===== src/rtl/approx_err_monitor.sv =====
// Error-statistics monitor for an approximate adder: accumulates squared/absolute error over a run.
// Optional max-error tracking (max_abs_err, max_in1, max_in2) is compiled in by ERR_MONITOR_MAX_EN.
module approx_err_monitor #(
    parameter int WIDTH = 16,
    parameter int ACC_W = 48,
    parameter int CNT_W = 32
) (
    input  logic             clk,
    input  logic             rst,
    input  logic             start,
    input  logic             clear,
    input  logic [CNT_W-1:0] num_samples,
    input  logic             in_valid,
    output logic             in_ready,
    input  logic [WIDTH-1:0] IN1,
    input  logic [WIDTH-1:0] IN2,
    input  logic [WIDTH:0]   Out,
    output logic [ACC_W-1:0] sum_sq_err,
    output logic [ACC_W-1:0] sum_abs_err,
    output logic [CNT_W-1:0] err_cnt,
    output logic [CNT_W-1:0] sample_cnt,
    output logic             done,
    output logic             busy
`ifdef ERR_MONITOR_MAX_EN
    ,
    output logic [WIDTH:0]   max_abs_err,
    output logic [WIDTH-1:0] max_in1,
    output logic [WIDTH-1:0] max_in2
`endif
);
    localparam int PW = 2 * (WIDTH + 2);
    localparam int SW = ((ACC_W > PW) ? ACC_W : PW) + 1;
    localparam logic [ACC_W-1:0] ACC_MAX = '1;
    localparam logic [CNT_W-1:0] CNT_MAX = '1;

    typedef enum logic [1:0] {IDLE, RUN, DRAIN, DONE} state_t;
    state_t state, state_nxt;

    logic [CNT_W-1:0] n_lat, acc_cnt;
    logic accept, last, launch, zero_res;

    assign in_ready = (state == RUN) && (acc_cnt < n_lat);
    assign accept   = in_valid && in_ready;
    assign last     = accept && (acc_cnt + CNT_W'(1) == n_lat);
    assign launch   = start && !clear && (state == IDLE || state == DONE);
    assign zero_res = clear || launch;
    assign done     = (state == DONE);
    assign busy     = (state == RUN) || (state == DRAIN);

    always_comb begin
        state_nxt = state;
        case (state)
            IDLE, DONE: if (start) state_nxt = RUN;
            RUN:        if (last || acc_cnt >= n_lat) state_nxt = DRAIN;
            // No accepts in DRAIN, so stage 1 retires during this single cycle.
            DRAIN:      state_nxt = DONE;
            default:    state_nxt = IDLE;
        endcase
        if (clear) state_nxt = IDLE;
    end

    always_ff @(posedge clk or posedge rst) begin
        if (rst) begin
            state   <= IDLE;
            n_lat   <= '0;
            acc_cnt <= '0;
        end else begin
            state <= state_nxt;
            if (clear) begin
                acc_cnt <= '0;
            end else if (launch) begin
                n_lat   <= num_samples;
                acc_cnt <= '0;
            end else if (accept) begin
                acc_cnt <= acc_cnt + CNT_W'(1);
            end
        end
    end

    // Stage 1: exact sum and signed error
    logic [WIDTH:0]          exact_c, s1_exact;
    logic signed [WIDTH+1:0] err_c, s1_err;
    logic                    s1_vld;

    assign exact_c = {1'b0, IN1} + {1'b0, IN2};
    assign err_c   = $signed({1'b0, Out}) - $signed({1'b0, exact_c});

`ifdef ERR_MONITOR_MAX_EN
    logic [WIDTH-1:0] s1_in1, s1_in2;
    always_ff @(posedge clk or posedge rst) begin
        if (rst) begin
            s1_in1 <= '0;
            s1_in2 <= '0;
        end else if (accept) begin
            s1_in1 <= IN1;
            s1_in2 <= IN2;
        end
    end
`endif

    always_ff @(posedge clk or posedge rst) begin
        if (rst) begin
            s1_vld   <= 1'b0;
            s1_exact <= '0;
            s1_err   <= '0;
        end else begin
            s1_vld <= accept && !clear;
            if (accept) begin
                s1_exact <= exact_c;
                s1_err   <= err_c;
            end
        end
    end

    // Stage 2: saturating accumulation
    logic signed [PW-1:0] err_x;
    logic [PW-1:0]        sq;
    logic [WIDTH:0]       abs_e;
    logic [SW-1:0]        sq_sum, ab_sum;

    always_comb begin
        err_x  = PW'(s1_err);
        sq     = $unsigned(err_x * err_x);
        abs_e  = s1_err[WIDTH+1] ? (WIDTH+1)'(-s1_err) : (WIDTH+1)'(s1_err);
        sq_sum = SW'(sum_sq_err) + SW'(sq);
        ab_sum = SW'(sum_abs_err) + SW'(abs_e);
    end

    always_ff @(posedge clk or posedge rst) begin
        if (rst) begin
            sum_sq_err  <= '0;
            sum_abs_err <= '0;
            err_cnt     <= '0;
            sample_cnt  <= '0;
        end else if (zero_res) begin
            sum_sq_err  <= '0;
            sum_abs_err <= '0;
            err_cnt     <= '0;
            sample_cnt  <= '0;
        end else if (s1_vld) begin
            sum_sq_err  <= (sq_sum > SW'(ACC_MAX)) ? ACC_MAX : sq_sum[ACC_W-1:0];
            sum_abs_err <= (ab_sum > SW'(ACC_MAX)) ? ACC_MAX : ab_sum[ACC_W-1:0];
            if (s1_err != '0 && err_cnt != CNT_MAX) err_cnt <= err_cnt + CNT_W'(1);
            if (sample_cnt != CNT_MAX) sample_cnt <= sample_cnt + CNT_W'(1);
        end
    end

`ifdef ERR_MONITOR_MAX_EN
    // Strict compare keeps the first sample that reached the maximum.
    always_ff @(posedge clk or posedge rst) begin
        if (rst) begin
            max_abs_err <= '0;
            max_in1     <= '0;
            max_in2     <= '0;
        end else if (zero_res) begin
            max_abs_err <= '0;
            max_in1     <= '0;
            max_in2     <= '0;
        end else if (s1_vld && abs_e > max_abs_err) begin
            max_abs_err <= abs_e;
            max_in1     <= s1_in1;
            max_in2     <= s1_in2;
        end
    end
`endif

endmodule


===== config.mk =====
export PLATFORM = sky130hd
export DESIGN_NAME = approx_err_monitor
export DESIGN_NICKNAME = d
export VERILOG_FILES = /design/src/rtl/approx_err_monitor.sv
export SDC_FILE = /design/constraint.sdc
export NUM_CORES = 2
export LEC_CHECK = 0
export ABC_AREA = 1
export CELL_PAD_IN_SITES_DETAIL_PLACEMENT = 1
export CELL_PAD_IN_SITES_GLOBAL_PLACEMENT = 2
export CORE_ASPECT_RATIO = 2
export CORE_MARGIN = 2
export CORE_UTILIZATION = 32
export CTS_BUF_LIST = sky130_fd_sc_hd__clkbuf_8
export DETAILED_ROUTE_END_ITERATION = 6
export HOLD_SLACK_MARGIN = 0.15
export PLACE_DENSITY = 0.84
export SLEW_MARGIN = 20
export SYNTH_ARGS = -nofsm -noshare
export SYNTH_HDL_FRONTEND = slang
export SYNTH_SLANG_ARGS = --single-unit

===== constraint.sdc =====
create_clock -name clk -period 8.7 [get_ports clk]
set_clock_uncertainty 0.15 [all_clocks]
set_input_delay 1.74 -clock clk [delete_from_list [all_inputs] [get_ports clk]]
set_output_delay 1.74 -clock clk [all_outputs]
set_load 0.02 [all_outputs]

==> results.tsv <==
stage	metric	value	unit
setup_path	largest stage delay on the critical path	0.66	ns
synthesis	simple-gate share of the synthesized area	22.1	%
global_routing	grt ovf	0	
clock_network	clk_lat worst skew	0.69	ns
sta	Tmin final	8.22	ns
floorplan	CORE AREA	92700	um2
clock_network	Reg clk slew, reported paths	0.07	ns
final_layout	Area Overhead vs Synth	17.0	%
synthesis	mux contribution to synthesized area	0.0376	%
route	Wirelength per Cell	21.0	um
synthesis	Most used DFF post-synth	dfrtp_1	
synthesis	warnings from Yosys	0	
synthesis	count of state elements after synthesis	245	
sta	PnR worst setup slack	0.482	ns
route	DR iter-0 viols	909	
synthesis	Synth area leader	fa_1	
floorplan	Horiz. Die Dim	220	um
global_routing	global-route usage over all layers	24.4	%
sta	Slew HR	36.7	%
floorplan	Die Y	437	um
clock_network	cts hold-fix bufs	0	
sta	final setup vio count	0	
setup_path	CP Data Required Time	9.10	ns
setup_path	critical path data arrival time	8.62	ns
global_routing	initial antenna violation count	1	
clock_network	total CTS buffers	44	
setup_path	Setup crit start kind	flop	
setup_path	crit path max-delay cell type	fa_2	
job	Max Cap Viol	0	
sta	worst slew pin tran	0.949	ns
place	Place WS	0.182	ns
synthesis	number of flops mapped to enable cells by yosys	0	
synthesis	Synth Cell Area	29900	um2
synthesis	adder-cell area share of the yosys netlist	30.2	%
place	DP HPWL	97800	um
sta	Tcrit/Tclk final	94.5	%
synthesis	ys async rst share	100	%
setup_path	Worst setup EP type	flop	
clock_network	CTS tree	yes	
sta	Final Hold Fails	0	
route	Via density	5.03	
synthesis	synthesized net count	4639	
final_layout	nets@finish	4910	
place	routability cong.	0.937	
global_routing	vias in the first global route	31300	
synthesis	Yosys top cell area share	21.1	%
floorplan	full die area	96200	um2
route	Routed WL	116000	um
setup_path	delay-heaviest family, CP	adder cells	
synthesis	Syn Inst Count	4021	
synthesis	Synth Area in Compound Gates	10.5	%
route	DRC Markers	0	
setup_path	Crit path depth	32	
route	Routed Antenna Nets	0	
worst_hold_path	hold crit path type	reg2reg	
setup_path	R2R depth	32	
synthesis	xor and xnor area share after synthesis	5.00	%
floorplan	Rows	158	
sta	final slew viol count	0	
status	outcome	finished clean	
final_layout	layout cell share with drive strength beyond 1	4.81	%
synthesis	sequential fraction of the synthesis area	20.5	%
floorplan	I/O pins	249	
global_routing	global-route wire length before repair	176000	um
global_routing	largest net degree at the start of global routing	124	
setup_path	critical path peak fanout	18	
floorplan	initial core utilization	32.3	%
route	First-pass DRT Iterations	5	
setup_path	CP dominant cell by count	inv_1	
route	vias	27800	
synthesis	number of library cell types mapped by synthesis	59	
clock_network	# clock sinks	245	
clock_network	CTS H-tree depth	2	
place	I/O Buffers	248	
sta	Peak Freq	0.122	GHz
clock_network	root buf cell	clkbuf_8	
synthesis	main combinational cell family by area after synthesis	adder cells	
synthesis	syn avg cell area	7.44	um2
clock_network	Max clock buf depth	3	
synthesis	synth top area cells	fa_1 (21%), dfrtp_1 (20%), nand2_1 (12%), inv_1 (10%), ha_1 (9.0%)	
setup_path	Buf+Inv Stages, Crit Path	8	
worst_hold_path	cell depth of the worst min-delay path	2	
setup_path	Setup CP Type	reg2reg	
==> worst min-delay path: stages (launching register included) <==
cell and delay (ns):
dfrtp_1 0.37, nand2_1 0.06, nand2_1 0.06
==> what timing repair did <==
| action | in CTS | in global routing |
|---|---|---|
| setup buffers | 0 | 9 |
| setup endpoints to repair | 0 | 48 |
| resized for setup | 0 | 20 |
==> cells in the final DEF (no fill, tap or decap), drive strengths merged, types with 3 or more instances in the layout <==
master,netlist,routed
fa,316,316
o21bai,19,19
xor2,123,123
xnor2,48,48
clkbuf,64,54
nor2,313,313
buf,31,72
a31oi,21,21
o22ai,34,34
nand3,148,148
o211ai,3,3
o221ai,3,3
a41oi,4,4
o21a,13,13
o31ai,19,19
clkdlybuf4s50,0,248
nor3,90,90
and3,6,6
dfrtp,245,245
ha,216,216
a21oi,175,175
or2,5,5
o21ai,261,261
inv,819,835
nand2,947,947
nor4,22,22
a21o,6,6
clkinv,2,7
nand3b,4,4
nand4,48,48
==> kinds of logic (layout without fill, tap and decap cells) <==
family | Yosys count | in the layout
buffers and inverters | 916 | 1219
XOR/XNOR | 171 | 171
other | 0 | 1
flip-flops | 245 | 245
adder cells (fa/ha/maj) | 532 | 532
multiplexers | 1 | 1
AO/OA/AOI/OAI | 568 | 568
AND/OR/NAND/NOR | 1588 | 1588
==> registers in the layout, summed over array words and instances (netlist names) <==
signal / cells
sum_sq_err: 48
n_lat: 32
err_cnt: 32
sum_abs_err: 48
acc_cnt: 32
s1_vld: 1
s1_err: 18
state: 2
sample_cnt: 32
==> final timing paths <==
| check | startpoint | to | slack, ns |
|---|---|---|---|
| min in group asynchronous | rst | sum_abs_err[35] | 1.43 |
| worst max register to register | s1_err[17] | sum_sq_err[44] | 0.48 |
| max in group asynchronous | rst | s1_err[10] | 5.61 |
| worst min-delay path | sum_sq_err[2] | sum_sq_err[2] | 0.37 |
| worst max-delay path | s1_err[17] | sum_sq_err[44] | 0.48 |
| worst min register to register | sum_sq_err[2] | sum_sq_err[2] | 0.37 |
==> area by class of cell <==
cell class | count | area [um2]
diodes | 1 | 2.50
clock buffers | 54 | 743
clock inverters | 24 | 131
fillers | 11400 | 57700
inverters | 821 | 3090
multi-input cells | 2860 | 20300
flip-flops and latches | 245 | 6150
well taps | 1200 | 1500
repair buffers | 320 | 3050
==> synth_stat cells (20+ instances only) <==
master	n
dfrtp_1	245
nand2_1	942
fa_1	316
xnor2_1	48
o21ai_0	234
clkbuf_1	61
ha_1	216
o22ai_1	34
nor3_1	83
xor2_1	123
nand3_1	146
o21ai_1	26
inv_1	808
a31oi_1	21
a21oi_1	171
nand4_1	48
nor4_1	20
nor2_1	301
==> metal layers <==
| layer | routed length [um] | part of all wire (%) | track usage [%] | vias up |
|---|---|---|---|---|
| li1 | - | - | - | 13100 |
| met1 | 35800 | 31 | 20.9 | 13900 |
| met2 | 66700 | 57 | 48.9 | 520 |
| met3 | 3590 | 3.1 | 3.23 | 308 |
| met4 | 10200 | 8.8 | 18.2 | 0 |
| met5 | 0 | 0 | 0 | - |
==> stage by stage <==
step | instance area (um2) | cells | TNS (ns) | utilization [%] | hold WS [ns]
floorplan | 29900 | 4021 | 0 | - | 0.317
global placement | 34000 | 5437 | 0 | 36.7 | 0.335
detailed placement | 34000 | 5437 | 0 | 36.7 | 0.352
CTS | 34900 | 5515 | 0 | 37.7 | 0.368
global route | 35000 | 5525 | -0.0129 | 37.8 | 0.397
finish | 35000 | 5525 | 0 | 37.8 | 0.367
Power is not shown: default switching activity piles up to over one toggle a cycle in this logic, so the estimate is an artifact.
